File: src/rtl/rf_pkg.sv
// rf_pkg: shared widths, no-register address and clear-sequencer state encoding for reg_file_2w2r
package rf_pkg;
  localparam int RF_DATA_WID = 32;
  localparam int RF_ADDR_WID = 4;
  localparam logic [RF_ADDR_WID-1:0] RNONE = '1;
  localparam logic [0:0] RF_CLEAR = 1'b0;
  localparam logic [0:0] RF_RUN = 1'b1;
endpackage

File: src/rtl/rf_clear_seq.sv
// rf_clear_seq: post-reset clear sweep (clk_i, rst_ni in; clr_we_o/clr_addr_o zero one register per cycle, ready_o once done)
module rf_clear_seq
  import rf_pkg::*;
#(
  parameter int ADDR_WID       = RF_ADDR_WID,
  parameter bit CLEAR_ON_RESET = 1'b1
) (
  input  logic                clk_i,
  input  logic                rst_ni,
  output logic                clr_we_o,
  output logic [ADDR_WID-1:0] clr_addr_o,
  output logic                ready_o
);
  localparam logic [ADDR_WID-1:0] LAST = ADDR_WID'(2**ADDR_WID - 2);
  logic [0:0] state_q, state_d;
  logic [ADDR_WID-1:0] ptr_q, ptr_d;
  logic ready_q, ready_d;
  logic done;
  assign done = !CLEAR_ON_RESET || ptr_q == LAST;
  always_comb begin
    state_d = (state_q == RF_CLEAR && done) ? RF_RUN : state_q;
    ptr_d   = (state_q == RF_CLEAR) ? ptr_q + 1'b1 : ptr_q;
    ready_d = ready_q || (state_q == RF_CLEAR && done);
  end
  always_ff @(posedge clk_i) begin
    if (!rst_ni) begin
      state_q <= RF_CLEAR;
      ptr_q   <= '0;
      ready_q <= 1'b0;
    end else begin
      state_q <= state_d;
      ptr_q   <= ptr_d;
      ready_q <= ready_d;
    end
  end
  assign clr_we_o   = CLEAR_ON_RESET && state_q == RF_CLEAR;
  assign clr_addr_o = ptr_q;
  assign ready_o    = ready_q;
endmodule

File: src/rtl/reg_file_2w2r.sv
// reg_file_2w2r: 2-read/2-write register file (CLK, RST_N; srcA/srcB -> valA/valB; destE/valE and destM/valM writes, M wins; ready)
module reg_file_2w2r
  import rf_pkg::*;
#(
  parameter int DATA_WID       = RF_DATA_WID,
  parameter int ADDR_WID       = RF_ADDR_WID,
  parameter bit BYPASS         = 1'b1,
  parameter bit CLEAR_ON_RESET = 1'b1
) (
  input  logic                CLK,
  input  logic                RST_N,
  input  logic [ADDR_WID-1:0] srcA,
  input  logic [ADDR_WID-1:0] srcB,
  output logic [DATA_WID-1:0] valA,
  output logic [DATA_WID-1:0] valB,
  input  logic [ADDR_WID-1:0] destE,
  input  logic [DATA_WID-1:0] valE,
  input  logic [ADDR_WID-1:0] destM,
  input  logic [DATA_WID-1:0] valM,
  output logic                ready
);
  localparam logic [ADDR_WID-1:0] NONE = '1;
  localparam int DEPTH = 2**ADDR_WID - 1;
  logic [DATA_WID-1:0] mem_q [DEPTH];
  logic clr_we, we_e, we_m;
  logic [ADDR_WID-1:0] clr_addr;
  rf_clear_seq #(.ADDR_WID(ADDR_WID), .CLEAR_ON_RESET(CLEAR_ON_RESET)) u_seq (
    .clk_i     (CLK),
    .rst_ni    (RST_N),
    .clr_we_o  (clr_we),
    .clr_addr_o(clr_addr),
    .ready_o   (ready)
  );
  assign we_m = RST_N && ready && destM != NONE;
  assign we_e = RST_N && ready && destE != NONE && !(we_m && destM == destE);
  always_ff @(posedge CLK) begin
    if (RST_N && clr_we) mem_q[clr_addr] <= '0;
    else begin
      if (we_e) mem_q[destE] <= valE;
      if (we_m) mem_q[destM] <= valM;
    end
  end
  function automatic logic [DATA_WID-1:0] rd(input logic [ADDR_WID-1:0] s);
    return (!ready || s == NONE) ? '0 :
           (BYPASS && destM != NONE && s == destM) ? valM :
           (BYPASS && destE != NONE && s == destE) ? valE : mem_q[s];
  endfunction
  assign valA = rd(srcA);
  assign valB = rd(srcB);
endmodule

File: config.mk
export PLATFORM = sky130hd
export DESIGN_NAME = reg_file_2w2r
export DESIGN_NICKNAME = d
export VERILOG_FILES = /design/src/rtl/rf_pkg.sv /design/src/rtl/rf_clear_seq.sv /design/src/rtl/reg_file_2w2r.sv
export SDC_FILE = /design/constraint.sdc
export NUM_CORES = 1
export LEC_CHECK = 0
export ABC_CLOCK_PERIOD_IN_PS = 5440
export CAP_MARGIN = 40
export CORE_AREA = 2 2 363 365
export CTS_CLUSTER_DIAMETER = 80
export DETAILED_ROUTE_END_ITERATION = 10
export DIE_AREA = 0 0 365 367
export GPL_ROUTABILITY_DRIVEN = 0
export PLACE_DENSITY = 0.35
export SLEW_MARGIN = 20
export SYNTH_ARGS = -nofsm -noshare
export SYNTH_HDL_FRONTEND = slang
export SYNTH_SLANG_ARGS = --single-unit
File: constraint.sdc
create_clock -name CLK -period 5.44 [get_ports CLK]
set_clock_uncertainty 0.05 [all_clocks]
set_input_delay 1.088 -clock CLK [delete_from_list [all_inputs] [get_ports CLK]]
set_output_delay 1.088 -clock CLK [all_outputs]
set_load 0.05 [all_outputs]
==> metrics.txt, run 1 <==
outcome completed; Hold Crit Class reg -> reg; GRT Total Usage 0.2138; Die W 365 um; number of post-CTS setup repair buffers 0; fin util 0.2773; post-DP HPWL 89050 um; EDFF count, synth 480; worst skew pair latency 0.64 ns; Final Max Tran Viols 0; proportion of layout cells with a drive suffix above 1 0.2045; Synth area leaders edfxtp_1, mux4_2, o21ai_0; post-cts sizing count 0; cts bufs inserted 60; final hold viol count 0; DR vias/cell 5.339; CTS root buffer clkbuf_16; Seq. cell area 14530 um2; Synth Warn # 0; Power Density 250.7 nW/um2; via count 24620; synth unique cells 65; crit share post-route 0.9362; clk slew on worst S/H paths 0.06 ns; Port Buffers 146; Post-Route WL 146100 um; vias in the first global route 24530; area of the multi-input gates 13960 um2; Hold-fix buffers, CTS 0; Setup crit end kind primary output; Site Rows 133; ys async rst share 0; Antenna diodes 0; drt pass-1 iters 6; Avg WL per Cell 31.68 um; fin nets 2898; top-count cell post-synth nand2_1; fmax 0.1963 GHz; CTS tree yes; Cells after Synth 2771; Initial Utilization 0.2276; clk buf depth 3; post-synth top area share 0.4855; Worst setup SP type primary input; largest net degree at the start of global routing 65; Area growth, synth to finish 21.84%; H-tree depth 2; Syn Std Cell Area 29690 um2; Rel. slew slack 0.2865; category of the critical setup timing path in -> out; Avg Inst Size Synth 10.71 um2; first-pass GRT wire length 200700 um; RSZ-0062 raised after global routing false; Leak 10.63 nW; top_reg_cell synth edfxtp_1; CP max stage cell clkdlybuf4s50_1; Final Critical Period 5.093 ns; setup TNS 0 ns; sequential cell area fraction in the yosys report 0.4895; Die Area 134000 um2; DRC 0; worst path arrival time 3.96 ns; Max Cap Viol 0; Ports 147; Required @ worst endpoint 4.30 ns; grt ovf 0; fill cell count 13530; Finish-stage setup viols 0; Largest stage delay, worst path 0.70 ns; syn nets 2855; peak supply drop 0.0002697 V; Crit Path Max Fanout 8; DRT iter0 DRCs 2777; initial antenna violation count 6; top cell type by total area after synthesis edfxtp_1; antenna viol nets, final 0; flops & latches, synth 486; worst slew pin tran 1.070 ns; CORE AREA 130500 um2; CTS sink count 486; worst path cell trace clkdlybuf4s50_1, xnor2_1, nand3_1, or2_2, nor2_1, a221o_1, buf_12; Die Y 367 um; synth cell count leaders nand2_1, o21ai_0, edfxtp_1
[registers in the layout, summed over array words and instances, names as in the netlist]
register	cells
mem_q	480
u_seq.clr_addr_o	4
u_seq.ready_o	1
u_seq.state_q	1
[per-layer routing]
layer / wire length, um / global-route usage
met1: 62150 / 0.2907
met3: 10750 / 0.03303
met2: 68760 / 0.3502
met5: 12 / 0
met4: 4395 / 0.06086
[where the power goes]
part           internal, mW  total, mW  switching (mW)  leakage [nW]
Combinational         0.351      0.965           0.614          5.79
Sequential             4.12       4.15          0.0300          3.94
Clock                  2.27       3.95            1.69         0.901
[per-stage QoR]
step | power (mW) | setup slack [ns] | instance area (um2) | hold WS, ns | cells
6_report | 9.068 | 0.3469 | 36170 | 0.5270 | 4611
3_3_place_gp | 5.186 | 0.2993 | 34230 | 0.5248 | 4500
2_1_floorplan | 4.745 | 0.9118 | 29690 | 0.4887 | 2771
5_1_grt | 9.303 | 0.2021 | 36170 | 0.5587 | 4611
3_5_place_dp | 5.191 | 0.2947 | 34300 | 0.5261 | 4506
4_1_cts | 9.150 | 0.2635 | 36150 | 0.5300 | 4610
[cell usage in the layout (no fill, tap or decap), types with 24 or more instances in the layout]
cell / instances
nand2_1: 604
nand3_1: 40
buf_4: 116
edfxtp_1: 480
nand2b_1: 32
a31oi_1: 55
mux4_2: 150
mux2i_1: 94
mux2_2: 77
buf_12: 95
clkbuf_16: 61
o21ai_0: 534
o22ai_1: 98
clkdlybuf4s50_1: 74
o221ai_1: 24
[worst max-delay path, delay by kind of cell]
kind	cells	cell delay (ns)
and+or+nand+nor	3	1.22
buffers and inverters	2	0.90
AOI/OAI and AO/OA	1	0.56
xor gates and xnor gates	1	0.18
[cells by family (layout without fill, tap and decap cells)]
kind of cell               after synthesis  after routing  share of synthesized area
xor gates and xnor gates                23             23                   0.006785
DFF                                    486            486                     0.4895
and+or+nand+nor                        797            797                     0.1178
adders and majority gates                2              2                  0.0008428
muxes                                  321            321                     0.1747
AOI/OAI and AO/OA                      825            825                     0.1579
buffers and inverters                  317            402                    0.05247
[final timing paths]
path	from	end	slack [ns]	cells after the start
worst min-delay path	u_seq.clr_addr_o[3]	u_seq.state_q	0.53	2
worst max-delay path	destE[2]	valB[8]	0.35	7
worst max register to register	u_seq.ready_o	mem_q[2][20]	1.90	5
worst min register to register	u_seq.clr_addr_o[3]	u_seq.state_q	0.53	2
[layout make-up]
cell class | instances | area share
clock buffer | 76 | 0.04376
clock inverter | 28 | 0.007333
inverter | 6 | 0.0006226
multi-input combinational | 1968 | 0.3859
sequential | 486 | 0.4018
tap | 1755 | 0.06070
timing repair buffer | 292 | 0.09993
Power figures use the tool's default switching activity.
==> run 2, diff against run 1 <==
SETUP_SLACK_MARGIN = 0.1   (was default)
==> results of run 2 <==
The final DEF is identical to that of run 1; final timing and power are the same.
==> run 3, diff against run 2 <==
SLEW_MARGIN = 15   (was 20)
==> run 3 against run 2 <==
Net effect:
- sequential share of layout area hardly changed
- flip-flop and latch count stayed put
- sequential power hardly changed
- die area stayed put
- first-iteration DRC count is 1.9% lower
- clock-buffer cell count stayed put
- largest power group unchanged
- total power is 0.12% lower
- via count is 0.34% lower
- combinational power hardly changed
- critical endpoint unchanged
==> metrics.txt, run 3 (synthesis gave the netlist of run 1 again) <==
Site Rows 133 (unchanged); number of flip-flops under the largest register name 480 (unchanged); Power Density 250.4 nW/um2 (-0.10%); Tot Pwr 9.057 mW (-0.12%); commonest cells after routing, fill and taps aside nand2_1, o21ai_0, edfxtp_1; Finish-stage setup viols 0 (unchanged); fill cell count 13530 (unchanged); CTS sink count 486 (unchanged); H-tree depth 2 (unchanged); Die W 365 um (unchanged); cts bufs inserted 60 (unchanged); Clock power frac 0.435 (about the same); post-cts sizing count 0 (unchanged); category of the critical setup timing path in -> out; drt pass-1 iters 6 (unchanged); vias in the first global route 24530 (unchanged); Leak 10.63 nW (about the same); Hold-fix buffers, CTS 0 (unchanged); GRT Total Usage 0.2138 (unchanged); RSZ-0062 raised after global routing false; fmax 0.1973 GHz (+0.49%); Final Critical Period 5.069 ns (-0.02459 ns); Max Cap Viol 0 (unchanged); Hold Crit Class reg -> reg; DR vias/cell 5.321 (-0.34%); Ports 147 (unchanged); peak supply drop 0.0002696 V (about the same); fin util 0.2772 (about the same); CTS tree yes; worst skew pair latency 0.64 ns (about the same); post-DP HPWL 89050 um (unchanged); Crit Path Max Fanout 8 (unchanged); register share of total power 0.458 (about the same); number of post-CTS setup repair buffers 0 (unchanged); Die Area 134000 um2 (unchanged); clk slew on worst S/H paths 0.06 ns (about the same); DRC 0 (unchanged); clk buf depth 3 (unchanged); outcome completed; Gate power share 0.106 (about the same); Avg WL per Cell 31.63 um (-0.15%); net switching share of the total power 0.2561 (-0.0008325); Port Buffers 146 (unchanged); setup TNS 0 ns (unchanged); Int Pwr 6.737 mW (about the same); Final Max Tran Viols 0 (unchanged); final critical-path setup slack 0.3715 ns (+0.02459 ns); Post-Route WL 145800 um (-0.15%); fin nets 2898 (unchanged); initial antenna violation count 7 (+1); Area growth, synth to finish 21.82% (about the same); Worst setup SP type primary input; register-to-register setup slack 1.96 ns (+0.06 ns); DRT iter0 DRCs 2724 (-1.9%); via count 24530 (-0.34%); first-pass GRT wire length 200700 um (unchanged); CTS root buffer clkbuf_16; proportion of layout cells with a drive suffix above 1 0.2045 (unchanged); CORE AREA 130500 um2 (unchanged); largest net degree at the start of global routing 65 (unchanged); antenna viol nets, final 0 (unchanged); Reg with most FFs mem_q; worst path arrival time 3.93 ns (-0.03 ns); Antenna diodes 0 (unchanged); P_sw 2.319 mW (-0.45%); Setup crit end kind primary output; crit share post-route 0.9317 (-0.004521); Initial Utilization 0.2276 (unchanged); Rel. slew slack 0.2964 (+0.009878); Die Y 367 um (unchanged); pre-CTS setup slack 0.2947 ns (unchanged); most common cell after layout, fill and taps aside nand2_1; grt ovf 0 (unchanged); final hold viol count 0 (unchanged); worst slew pin tran 1.055 ns (-0.01482 ns); Required @ worst endpoint 4.30 ns (about the same)
## run 3: changes by cell type in the layout (fill, tap and decap cells not counted)
cell / before / now
buf_16: 2 / 1
buf_12: 95 / 96
## run 3: cell type report
cell class	instances	area, um2	share of cell area
clock buffers	76	1583	0.04376
flip-flops and latches	486	14530	0.4019
clock inverters	28	265.3	0.007334
inverters	6	22.52	0.0006227
multi-input cells	1968	13960	0.3860
well taps	1755	2196	0.06072
repair buffers	292	3607	0.09974
## run 3: stage by stage
step / cell area, um2 / cells / hold WS, ns
2_1_floorplan: 29690 / 2771 / 0.4887
3_3_place_gp: 34230 / 4500 / 0.5248
3_5_place_dp: 34300 / 4506 / 0.5261
4_1_cts: 36150 / 4610 / 0.5300
5_1_grt: 36170 / 4611 / 0.5587
6_report: 36170 / 4611 / 0.5291
## run 3: critical path: stages
cell and delay [ns]:
clkdlybuf4s50_1 0.70, xnor2_1 0.18, nand3_1 0.19, or2_2 0.44, nor2_1 0.58, a221o_1 0.55
buf_12 0.20
## run 3: power by group through the flow
stage	combinational [mW]	clock [mW]	sequential [mW]
2_1_floorplan	0.529	0	4.22
3_3_place_gp	0.962	0	4.22
3_5_place_dp	0.964	0	4.23
4_1_cts	0.966	4.03	4.15
5_1_grt	1.01	4.14	4.15
6_report	0.963	3.94	4.15
## run 3: worst paths after layout
| path | start | end | depth (start not counted) |
|---|---|---|---|
| min | u_seq.clr_addr_o[3] | u_seq.state_q | 2 |
| min reg2reg | u_seq.clr_addr_o[3] | u_seq.state_q | 2 |
| max | destE[2] | valB[8] | 7 |
| max reg2reg | u_seq.ready_o | mem_q[2][20] | 5 |
## run 3: routing by layer
metal / vias to the layer above / GRT usage / part of all wire
li1: 10560 / - / -
met1: 12510 / 0.2907 / 0.42
met2: 1244 / 0.3502 / 0.47
met3: 213 / 0.03303 / 0.074
met4: 2 / 0.06086 / 0.030
met5: - / 0 / 0.000082
